$ cat src/rtl/psw_stack_pkg.sv
// psw_stack_pkg: PSW field positions, branch condition encodings and reset values
package psw_stack_pkg;
  localparam int C_BIT = 0;
  localparam int V_BIT = 1;
  localparam int Z_BIT = 2;
  localparam int N_BIT = 3;
  localparam logic IE_RST = 1'b0;
  localparam logic [3:0] NZVC_RST = 4'b0000;
  typedef enum logic [2:0] {BC_NEVER, BC_EQ, BC_LT, BC_LE, BC_CS, BC_LS, BC_MI, BC_VS} bt_cond_e;
  function automatic logic bt_eval(bt_cond_e cond, logic [3:0] f);
    logic [7:0] t;
    t = {f[V_BIT], f[N_BIT], f[C_BIT] | f[Z_BIT], f[C_BIT],
         (f[N_BIT] ^ f[V_BIT]) | f[Z_BIT], f[N_BIT] ^ f[V_BIT], f[Z_BIT], 1'b0};
    return t[cond];
  endfunction
endpackage

$ cat src/rtl/psw_stack_if.sv
// psw_stack_if: control, flag and status signals between the decoder/ALU and the PSW block
interface psw_stack_if #(parameter int WIDTH = 16, parameter int IPL_BITS = 3, parameter int DEPTH = 4);
  localparam int CW = $clog2(DEPTH + 1);
  logic [WIDTH-1:0] d, q;
  logic we, aluwe, alun, aluz, aluv, aluc, ieclr, push, pop, errclr, re;
  logic [IPL_BITS-1:0] newipl, reqlvl, ipl;
  logic [15:0] ir;
  logic ie, n, z, v, c, bt, intacc, full, empty, ovf, unf;
  logic [CW-1:0] cnt;
  modport master (
    output d, we, aluwe, alun, aluz, aluv, aluc, ieclr, push, pop, errclr, re, newipl, reqlvl, ir,
    input  q, ie, n, z, v, c, ipl, bt, intacc, cnt, full, empty, ovf, unf
  );
  modport slave (
    input  d, we, aluwe, alun, aluz, aluv, aluc, ieclr, push, pop, errclr, re, newipl, reqlvl, ir,
    output q, ie, n, z, v, c, ipl, bt, intacc, cnt, full, empty, ovf, unf
  );
endinterface

$ cat src/rtl/psw_stack_save_stack.sv
// psw_save_stack: DEPTH-entry register LIFO; caller guarantees no push when full / pop when empty
module psw_save_stack #(
  parameter int EW = 8,
  parameter int DEPTH = 4,
  localparam int CW = $clog2(DEPTH + 1),
  localparam int AW = DEPTH > 1 ? $clog2(DEPTH) : 1
) (
  input  logic          i_clk,
  input  logic          i_rst_n,
  input  logic          i_push,
  input  logic          i_pop,
  input  logic [EW-1:0] i_din,
  output logic [EW-1:0] o_top,
  output logic [CW-1:0] o_cnt,
  output logic          o_full,
  output logic          o_empty
);
  logic [EW-1:0] r_mem [DEPTH];
  logic [CW-1:0] r_cnt;
  always_ff @(posedge i_clk)
    if (i_push) r_mem[AW'(r_cnt)] <= i_din;
  always_ff @(posedge i_clk or negedge i_rst_n)
    if (!i_rst_n) r_cnt <= '0;
    else if (i_push) r_cnt <= r_cnt + CW'(1);
    else if (i_pop) r_cnt <= r_cnt - CW'(1);
  assign o_top = r_mem[AW'(r_cnt - CW'(1))];
  assign o_cnt = r_cnt;
  assign o_full = r_cnt == CW'(DEPTH);
  assign o_empty = r_cnt == '0;
endmodule

$ cat src/rtl/psw_stack.sv
// psw_stack: processor status word with IPL, branch evaluation, interrupt accept and save stack
module psw_stack import psw_stack_pkg::*; #(
  parameter int WIDTH = 16,
  parameter int IPL_BITS = 3,
  parameter int DEPTH = 4
) (
  input logic        i_clk,
  input logic        i_rst_n,
  psw_stack_if.slave bus
);
  localparam int EW = IPL_BITS + 5;
  localparam int FW = WIDTH - IPL_BITS - 5;
  logic                r_ie, r_ovf, r_unf;
  logic [IPL_BITS-1:0] r_ipl;
  logic [3:0]          r_nzvc;
  logic [EW-1:0]       w_top;
  logic                w_full, w_empty, w_push_ok, w_pop_ok, w_ovf_set, w_unf_set, w_ctl, w_unused;
  assign w_ctl = bus.push | bus.pop;
  assign w_push_ok = bus.push & ~bus.pop & ~w_full;
  assign w_pop_ok = bus.pop & ~bus.push & ~w_empty;
  assign w_ovf_set = bus.push & (bus.pop | w_full);
  assign w_unf_set = bus.pop & (bus.push | w_empty);
  assign w_unused = ^{bus.d, bus.ir};
  psw_save_stack #(.EW(EW), .DEPTH(DEPTH)) u_stack (
    .i_clk   (i_clk),
    .i_rst_n (i_rst_n),
    .i_push  (w_push_ok),
    .i_pop   (w_pop_ok),
    .i_din   ({r_ie, r_ipl, r_nzvc}),
    .o_top   (w_top),
    .o_cnt   (bus.cnt),
    .o_full  (w_full),
    .o_empty (w_empty)
  );
  // A stack op, even a rejected one, blocks WE/ALUWE/IECLR for that cycle
  always_ff @(posedge i_clk or negedge i_rst_n)
    if (!i_rst_n) begin
      r_ie <= IE_RST;
      r_ipl <= '0;
      r_nzvc <= NZVC_RST;
      r_ovf <= 1'b0;
      r_unf <= 1'b0;
    end else begin
      r_ovf <= w_ovf_set | (r_ovf & ~bus.errclr);
      r_unf <= w_unf_set | (r_unf & ~bus.errclr);
      if (w_pop_ok) {r_ie, r_ipl, r_nzvc} <= w_top;
      else if (w_push_ok) begin
        r_ie <= 1'b0;
        r_ipl <= bus.newipl;
      end else if (!w_ctl) begin
        r_ie <= bus.ieclr ? 1'b0 : bus.we ? bus.d[WIDTH-1] : r_ie;
        r_ipl <= bus.we ? bus.d[WIDTH-2 -: IPL_BITS] : r_ipl;
        r_nzvc <= bus.we ? bus.d[3:0] : bus.aluwe ? {bus.alun, bus.aluz, bus.aluv, bus.aluc} : r_nzvc;
      end
    end
  assign bus.q = bus.re ? {r_ie, r_ipl, {FW{1'b1}}, r_nzvc} : '0;
  assign bus.ie = r_ie;
  assign bus.ipl = r_ipl;
  assign {bus.n, bus.z, bus.v, bus.c} = r_nzvc;
  assign bus.bt = bt_eval(bt_cond_e'(bus.ir[12:10]), r_nzvc) ^ bus.ir[0];
  assign bus.intacc = r_ie & (bus.reqlvl > r_ipl);
  assign bus.full = w_full;
  assign bus.empty = w_empty;
  assign bus.ovf = r_ovf;
  assign bus.unf = r_unf;
endmodule

$ cat src/flat_wrapper.sv
// flat-port wrapper written by rule: the top's interface ports become plain ports
module psw_stack_flat import psw_stack_pkg::*;
#(
  parameter int WIDTH = 16,
  parameter int IPL_BITS = 3,
  parameter int DEPTH = 4
)
  (i_clk, i_rst_n, bus_d, bus_we, bus_aluwe, bus_alun, bus_aluz, bus_aluv, bus_aluc, bus_ieclr, bus_push, bus_pop, bus_errclr, bus_re, bus_newipl, bus_reqlvl, bus_ir, bus_q, bus_ie, bus_n, bus_z, bus_v, bus_c, bus_ipl, bus_bt, bus_intacc, bus_cnt, bus_full, bus_empty, bus_ovf, bus_unf);
  psw_stack_if #(.WIDTH(WIDTH), .IPL_BITS(IPL_BITS), .DEPTH(DEPTH)) bus_i ();
  input logic i_clk;
  input logic i_rst_n;
  input wire logic [$bits(bus_i.d)-1:0] bus_d;
  input wire logic [$bits(bus_i.we)-1:0] bus_we;
  input wire logic [$bits(bus_i.aluwe)-1:0] bus_aluwe;
  input wire logic [$bits(bus_i.alun)-1:0] bus_alun;
  input wire logic [$bits(bus_i.aluz)-1:0] bus_aluz;
  input wire logic [$bits(bus_i.aluv)-1:0] bus_aluv;
  input wire logic [$bits(bus_i.aluc)-1:0] bus_aluc;
  input wire logic [$bits(bus_i.ieclr)-1:0] bus_ieclr;
  input wire logic [$bits(bus_i.push)-1:0] bus_push;
  input wire logic [$bits(bus_i.pop)-1:0] bus_pop;
  input wire logic [$bits(bus_i.errclr)-1:0] bus_errclr;
  input wire logic [$bits(bus_i.re)-1:0] bus_re;
  input wire logic [$bits(bus_i.newipl)-1:0] bus_newipl;
  input wire logic [$bits(bus_i.reqlvl)-1:0] bus_reqlvl;
  input wire logic [$bits(bus_i.ir)-1:0] bus_ir;
  output wire logic [$bits(bus_i.q)-1:0] bus_q;
  output wire logic [$bits(bus_i.ie)-1:0] bus_ie;
  output wire logic [$bits(bus_i.n)-1:0] bus_n;
  output wire logic [$bits(bus_i.z)-1:0] bus_z;
  output wire logic [$bits(bus_i.v)-1:0] bus_v;
  output wire logic [$bits(bus_i.c)-1:0] bus_c;
  output wire logic [$bits(bus_i.ipl)-1:0] bus_ipl;
  output wire logic [$bits(bus_i.bt)-1:0] bus_bt;
  output wire logic [$bits(bus_i.intacc)-1:0] bus_intacc;
  output wire logic [$bits(bus_i.cnt)-1:0] bus_cnt;
  output wire logic [$bits(bus_i.full)-1:0] bus_full;
  output wire logic [$bits(bus_i.empty)-1:0] bus_empty;
  output wire logic [$bits(bus_i.ovf)-1:0] bus_ovf;
  output wire logic [$bits(bus_i.unf)-1:0] bus_unf;
  assign bus_i.d = bus_d;
  assign bus_i.we = bus_we;
  assign bus_i.aluwe = bus_aluwe;
  assign bus_i.alun = bus_alun;
  assign bus_i.aluz = bus_aluz;
  assign bus_i.aluv = bus_aluv;
  assign bus_i.aluc = bus_aluc;
  assign bus_i.ieclr = bus_ieclr;
  assign bus_i.push = bus_push;
  assign bus_i.pop = bus_pop;
  assign bus_i.errclr = bus_errclr;
  assign bus_i.re = bus_re;
  assign bus_i.newipl = bus_newipl;
  assign bus_i.reqlvl = bus_reqlvl;
  assign bus_i.ir = bus_ir;
  assign bus_q = bus_i.q;
  assign bus_ie = bus_i.ie;
  assign bus_n = bus_i.n;
  assign bus_z = bus_i.z;
  assign bus_v = bus_i.v;
  assign bus_c = bus_i.c;
  assign bus_ipl = bus_i.ipl;
  assign bus_bt = bus_i.bt;
  assign bus_intacc = bus_i.intacc;
  assign bus_cnt = bus_i.cnt;
  assign bus_full = bus_i.full;
  assign bus_empty = bus_i.empty;
  assign bus_ovf = bus_i.ovf;
  assign bus_unf = bus_i.unf;
  psw_stack #(.WIDTH(WIDTH), .IPL_BITS(IPL_BITS), .DEPTH(DEPTH)) u_core (.i_clk(i_clk), .i_rst_n(i_rst_n), .bus(bus_i));
endmodule
$ cat config.mk
export PLATFORM = sky130hd
export DESIGN_NAME = psw_stack_flat
export DESIGN_NICKNAME = d
export VERILOG_FILES = /design/src/rtl/psw_stack_pkg.sv /design/src/rtl/psw_stack_if.sv /design/src/rtl/psw_stack_save_stack.sv /design/src/rtl/psw_stack.sv /design/src/flat_wrapper.sv
export SDC_FILE = /design/constraint.sdc
export NUM_CORES = 1
export LEC_CHECK = 0
export CORE_ASPECT_RATIO = 1.2
export CORE_MARGIN = 5
export CORE_UTILIZATION = 45
export DETAILED_ROUTE_END_ITERATION = 8
export GPL_TIMING_DRIVEN = 1
export HOLD_SLACK_MARGIN = 0.12
export PLACE_DENSITY = 0.8
export SLEW_MARGIN = 20
export SYNTH_ARGS = -nofsm -noshare
export SYNTH_HDL_FRONTEND = slang
export SYNTH_HIERARCHICAL = 1
export SYNTH_SLANG_ARGS = --single-unit
$ cat constraint.sdc
create_clock -name i_clk -period 2.95 [get_ports i_clk]
set_clock_uncertainty 0.05 [all_clocks]
set_input_delay 0.59 -clock i_clk [delete_from_list [all_inputs] [get_ports i_clk]]
set_output_delay 0.59 -clock i_clk [all_outputs]
set_load 0.005 [all_outputs]
Yosys cells after proc, flatten, opt, wreduce, memory -nomap -nowiden
Memory sizes are Yosys's and may differ from the RTL's.
Index checks and enable logic that the tools add are counted.
- magnitude comparators: 2
- multiplexer cells: 21
- eq/ne operators: 4
- reduce and logical (&&, ||, !) cells: 8
- add/subtract/negate cells: 2
- bitwise logic cells: 23
- operators with widths (cell ; count):
    4-bit 2-to-1 mux ; 5
    3-bit 2-to-1 mux ; 6
    16-bit 2-to-1 mux ; 1
    1-bit bitwise AND ; 9
    1-bit 2-to-1 mux ; 8
    1-bit OR ; 7
    3-bit nonzero test ; 2
    1-bit inverter ; 5
    3-bit by 4-bit < comparator with 1-bit output, second input constant ; 1
    2-bit AND reduction ; 2
    4-bit nonzero test ; 1
    3-bit by 1-bit adder with 3-bit output, second input constant ; 1
    1-bit binary-select mux with 3-bit select ; 1
    3-bit == test, second input constant ; 1
    3-bit greater-than comparator ; 1
    3-bit zero test ; 1
    3-bit inequality test, second input constant ; 1
    3-bit AND reduction ; 1
    3-bit by 1-bit subtractor with 3-bit output, second input constant ; 1
    2-bit by 1-bit inequality test with 1-bit output, second input constant ; 1
    2-bit inequality test, second input constant ; 1
    2-bit nonzero test ; 1
    1-bit XOR ; 2
- bits in writable memories: 32
- output and inout port bits: 33
- input bits: 51
- bits in registers: 13
- memories: 1
- word-level logic and storage cells: 67
- memories (name ; depth ; width ; rd ports ; clocked after memory_dff ; wr ports ; RTL line ; source):
    u_core.u_stack.r_mem ; 4 ; 8 ; 1 ; 0 ; 1 ; psw_stack_save_stack.sv:18 ; logic [EW-1:0] r_mem [DEPTH];

Depth between registers and ports, before layout
- word-level depth: 5
- gate-level depth with buffers: 8

Hierarchy
Netlist, hierarchy kept.
- by module, submodules not included (module ; cells each ; area an instance (um^2) ; instances):
    psw_save_stack ; 69 ; 1423.9 ; 1
    psw_stack ; 98 ; 935.9 ; 1

Worst setup path after synthesis
Ideal clock, no wire load.
- path kind: flip-flop to flip-flop
- from: reg u_core.u_stack.r_cnt[0] (netlist: u_core/u_stack/o_cnt[0])
- to: mem u_core.u_stack.r_mem[2][0], enable pin
- cell stages (with the launch flop): 8
- setup time: 0.332 ns
- data arrival time: 1.810 ns
- required time: 2.568 ns
- path slack: 0.758 ns
- cell sequence: dfrtp_1 -> buf_6 -> inv_1 -> ha_1 -> and2_1 -> nor3b_1 -> clkbuf_2 -> and2_1
- longest elaborated chain between the ends: 5
- RTL lines (element ; RTL line ; source):
    start: declaration ; psw_stack_save_stack.sv:19 ; logic [CW-1:0] r_cnt;
    start signal: assignment ; psw_stack_save_stack.sv:24 ; else if (i_push) r_cnt <= r_cnt + CW'(1);
    start signal: assignment ; psw_stack_save_stack.sv:25 ; else if (i_pop) r_cnt <= r_cnt - CW'(1);
    3-bit == test ; psw_stack_save_stack.sv:28 ; assign o_full = r_cnt == CW'(DEPTH);
    named net bus_full ; flat_wrapper.sv:37 ; output wire logic [$bits(bus_i.full)-1:0] bus_full;
    1-bit inverter ; psw_stack.sv:19 ; assign w_push_ok = bus.push & ~bus.pop & ~w_full;
    1-bit bitwise AND ; psw_stack.sv:19 ;
    named net u_core.w_push_ok ; psw_stack.sv:17 ; logic w_full, w_empty, w_push_ok, w_pop_ok, w_ovf_set, w_unf_set, w_ctl, w_unused;
    1-bit 2-to-1 mux ; psw_stack_save_stack.sv:21 ; if (i_push) r_mem[AW'(r_cnt)] <= i_din;
    1-bit 2-to-1 mux (implied by the code) ; psw_stack_save_stack.sv:21 ;
    end: declaration ; psw_stack_save_stack.sv:18 ;
The timed path passes the listed nets, and every way through them passes these cells.

Worst setup path after layout
- from: in bus_reqlvl[1]
- to: out bus_intacc
- longest elaborated chain between the ends: 2
- RTL lines (element ; RTL line ; source):
    start: declaration ; flat_wrapper.sv:25 ; input wire logic [$bits(bus_i.reqlvl)-1:0] bus_reqlvl;
    3-bit greater-than comparator ; psw_stack.sv:61 ; assign bus.intacc = r_ie & (bus.reqlvl > r_ipl);
    1-bit bitwise AND ; psw_stack.sv:61 ;
    end: declaration ; flat_wrapper.sv:35 ; output wire logic [$bits(bus_i.intacc)-1:0] bus_intacc;
Every way passes these cells.

==> impl_metrics.toml <==
[placed_design]
port_buffers = 63
dp_hpwl_um = 3746
gp_congestion = 0.7694
dpl_cell_area_um2 = 3003
placed_cells = 284

[route]
first_pass_iters = 4
wl_per_cell_um = 17.40
drc = 0
vias_per_cell = 5.414
ant_nets = 0
num_vias = 1581
drt_iter0_drc = 85
drt-total-wl_um = 5081

[cts]
numClockSinks = 45
cts_tree = "done"
clkTransAtPathRegs_ps = 80
htreeDepth = 2
cts_root_buffer = "clkbuf_8"
clockBufferDepth = 2
cts_setup_buffers = 0
clkLatencyLatePin_ps = 290
hold_buffers = 0
numCtsBuffers = 5
cts_resized = 0

[sta]
fin_crit_ps = 2808
worst_hold_slack_ps = 476.4
grt_setup_unrepaired = "false"
max_slew_margin_pct = 53.50
slew_viol_final = 0
setup_viol = 0
fin_tns_setup_ps = 0
period_share_pct = 95.20
hold_viol = 0
timing.fmax_ghz = 0.3561
worstMarginPinSlew_ps = 695.3

[cells_and_area]
num-nets-final = 289
synthToLayoutAreaGrowth_pct = 30.70
final_cell_area_um2 = 3084
fillerInstances = 424
drive_gt1_share_pct = 15.65
fin_cells = 292
antenna_cells = 0
fin_util_pct = 59.44

[floorplan]
die_h_um = 89.33
start_util_pct = 45.48
io_pins = 84
dieArea_um2 = 6798
die_w_um = 76.11
core_um2 = 5189
core.rowCount = 29

[synth]
syn_nets = 227
yosysUniqueCellTypes = 47
synth_edf_count = 32
synthTopCellsByArea = "edfxtp_1 41%, dfrtp_1 14%, mux4_2 7.6%"
async_reset_ff_share_pct = 28.89
ys.flop_type = "edfxtp_1"
ys_ff_latch = 45
synthCells = 167
synth_seq_area_share_pct = 54.51
yosysWarnings = 6
synth_top_cell_area_share_pct = 40.72
synth_top_area_cell = "edfxtp_1"
syn_area_um2 = 2360
avgSynthCellArea_um2 = 14.13

[pwr]
power_density_nw_per_um2 = 782.2
cellLeakagePower_uw = 0.001166
ir_drop_mv = 0.4160

[global_route]
track_usage_pct = 16.21
antenna_found_initial = 0
first_global_vias = 1690
grt_overflow = 0
grt_pass1_wl_um = 8521
grt_start_max_net_pins = 17

[setup_path]
path_class = "primary input to primary output"
end_kind = "primary output"
worstPathArrival_ps = 2170
critPathMaxFanout = 2
worstPathRequired_ps = 2310
start_kind = "primary input"

[job]
max_cap_violations = 0

[hold_path]
hold_path_class = "flip-flop to flip-flop"

[outcome]
status = "finished clean"
==> power by group <==
| group | switching, uW | total, uW | internal, uW | leakage (uW) |
|---|---|---|---|---|
| Clock | 190 | 349 | 159 | 0.0000430 |
| Sequential | 147 | 1020 | 875 | 0.000445 |
| Combinational | 427 | 1040 | 614 | 0.000677 |
| Total | 764 | 2410 | 1650 | 0.00117 |
==> path summary, 6_finish.rpt <==
| check | cells after the start | end | from | slack (ps) |
|---|---|---|---|---|
| min in group asynchronous | 1 | u_core/bus.ipl[0] | i_rst_n | 660 |
| worst max-delay path | 6 | bus_intacc | bus_reqlvl[1] | 140 |
| worst max register to register | 6 | u_core/u_stack/r_mem[0][0] | u_core/u_stack/o_cnt[1] | 680 |
| max in group asynchronous | 1 | u_core/r_nzvc[0] | i_rst_n | 1740 |
| worst min-delay path | 2 | u_core/bus.ovf | u_core/bus.ovf | 480 |
| worst min register to register | 2 | u_core/bus.ovf | u_core/bus.ovf | 480 |
==> cell usage after synthesis (2+ instances only) <==
master    number
a211oi_1       4
a21oi_1        5
a22oi_1        3
and2_1        13
and3b_1        3
buf_2          3
buf_4          8
buf_6          2
dfrtp_1       13
edfxtp_1      32
ha_1           9
inv_1          9
mux2_2         8
mux2_4         4
mux4_2         8
nor2_1         2
nor2b_1        5
nor3b_1        2
o21ai_0        3
o21ai_1        2
o22ai_1        3
==> flip-flops by register name, summed over array words and instances, names as in the netlist <==
register and cells:
u_core/bus.ipl 3, u_core/bus.unf 1, u_core/u_stack/o_cnt 3, u_core/bus.ovf 1
u_core/bus.ie 1, u_core/u_stack/r_mem 32, u_core/r_nzvc 4
==> critical path, cell delays in order <==
cell and delay [ps]:
clkdlybuf4s50_1 410, ha_1 300, nor2b_1 120, o21ai_0 80, a21oi_1 140, clkdlybuf4s50_1 520
==> per-stage QoR <==
step                total power, uW  setup WS [ps]
floorplan                      1604          758.3
global placement               2052          151.7
global route                   2591          52.14
CTS                            2454          126.5
detailed placement             2094          138.2
finish                         2412          141.5
==> layout by cell type (no fill, tap or decap), drive strengths merged, types with 4 or more instances in the layout <==
cell	count
and2	13
nor2b	5
ha	9
dfrtp	13
o21ai	5
buf	7
mux2	12
clkbuf	5
inv	9
mux4	8
edfxtp	32
clkdlybuf4s50	63
a21oi	5
a211oi	4
==> routing by layer <==
| metal | share of wire [%] | global-route usage, % | up-vias |
|---|---|---|---|
| met4 | 1.5 | 5.723 | 0 |
| met5 | 0 | 0 | - |
| met3 | 10 | 5.746 | 6 |
| met1 | 40 | 18.82 | 750 |
| li1 | - | - | 747 |
| met2 | 48 | 28.04 | 78 |
==> layout make-up <==
cell class	instances	area, um^2	share of cell area (%)
clock buffers	5	68.82	2.231
multi-input cells	98	922.1	29.90
repair buffers	70	683.2	22.15
inverters	9	33.78	1.095
flip-flops and latches	45	1286	41.70
well taps	62	77.57	2.515
clock inverters	3	12.51	0.4057
==> logic make-up after synthesis <==
logic type,after synthesis,synth area share (%)
AO/OA/AOI/OAI,31,9.332
XOR/XNOR,2,0.7424
adder cells (fa/ha/maj),9,4.772
buffers and inverters,24,6.415
flip-flops,45,54.51
multiplexers,21,14.42
AND/OR/NAND/NOR,35,9.810
(Power assumes the default switching activity.)
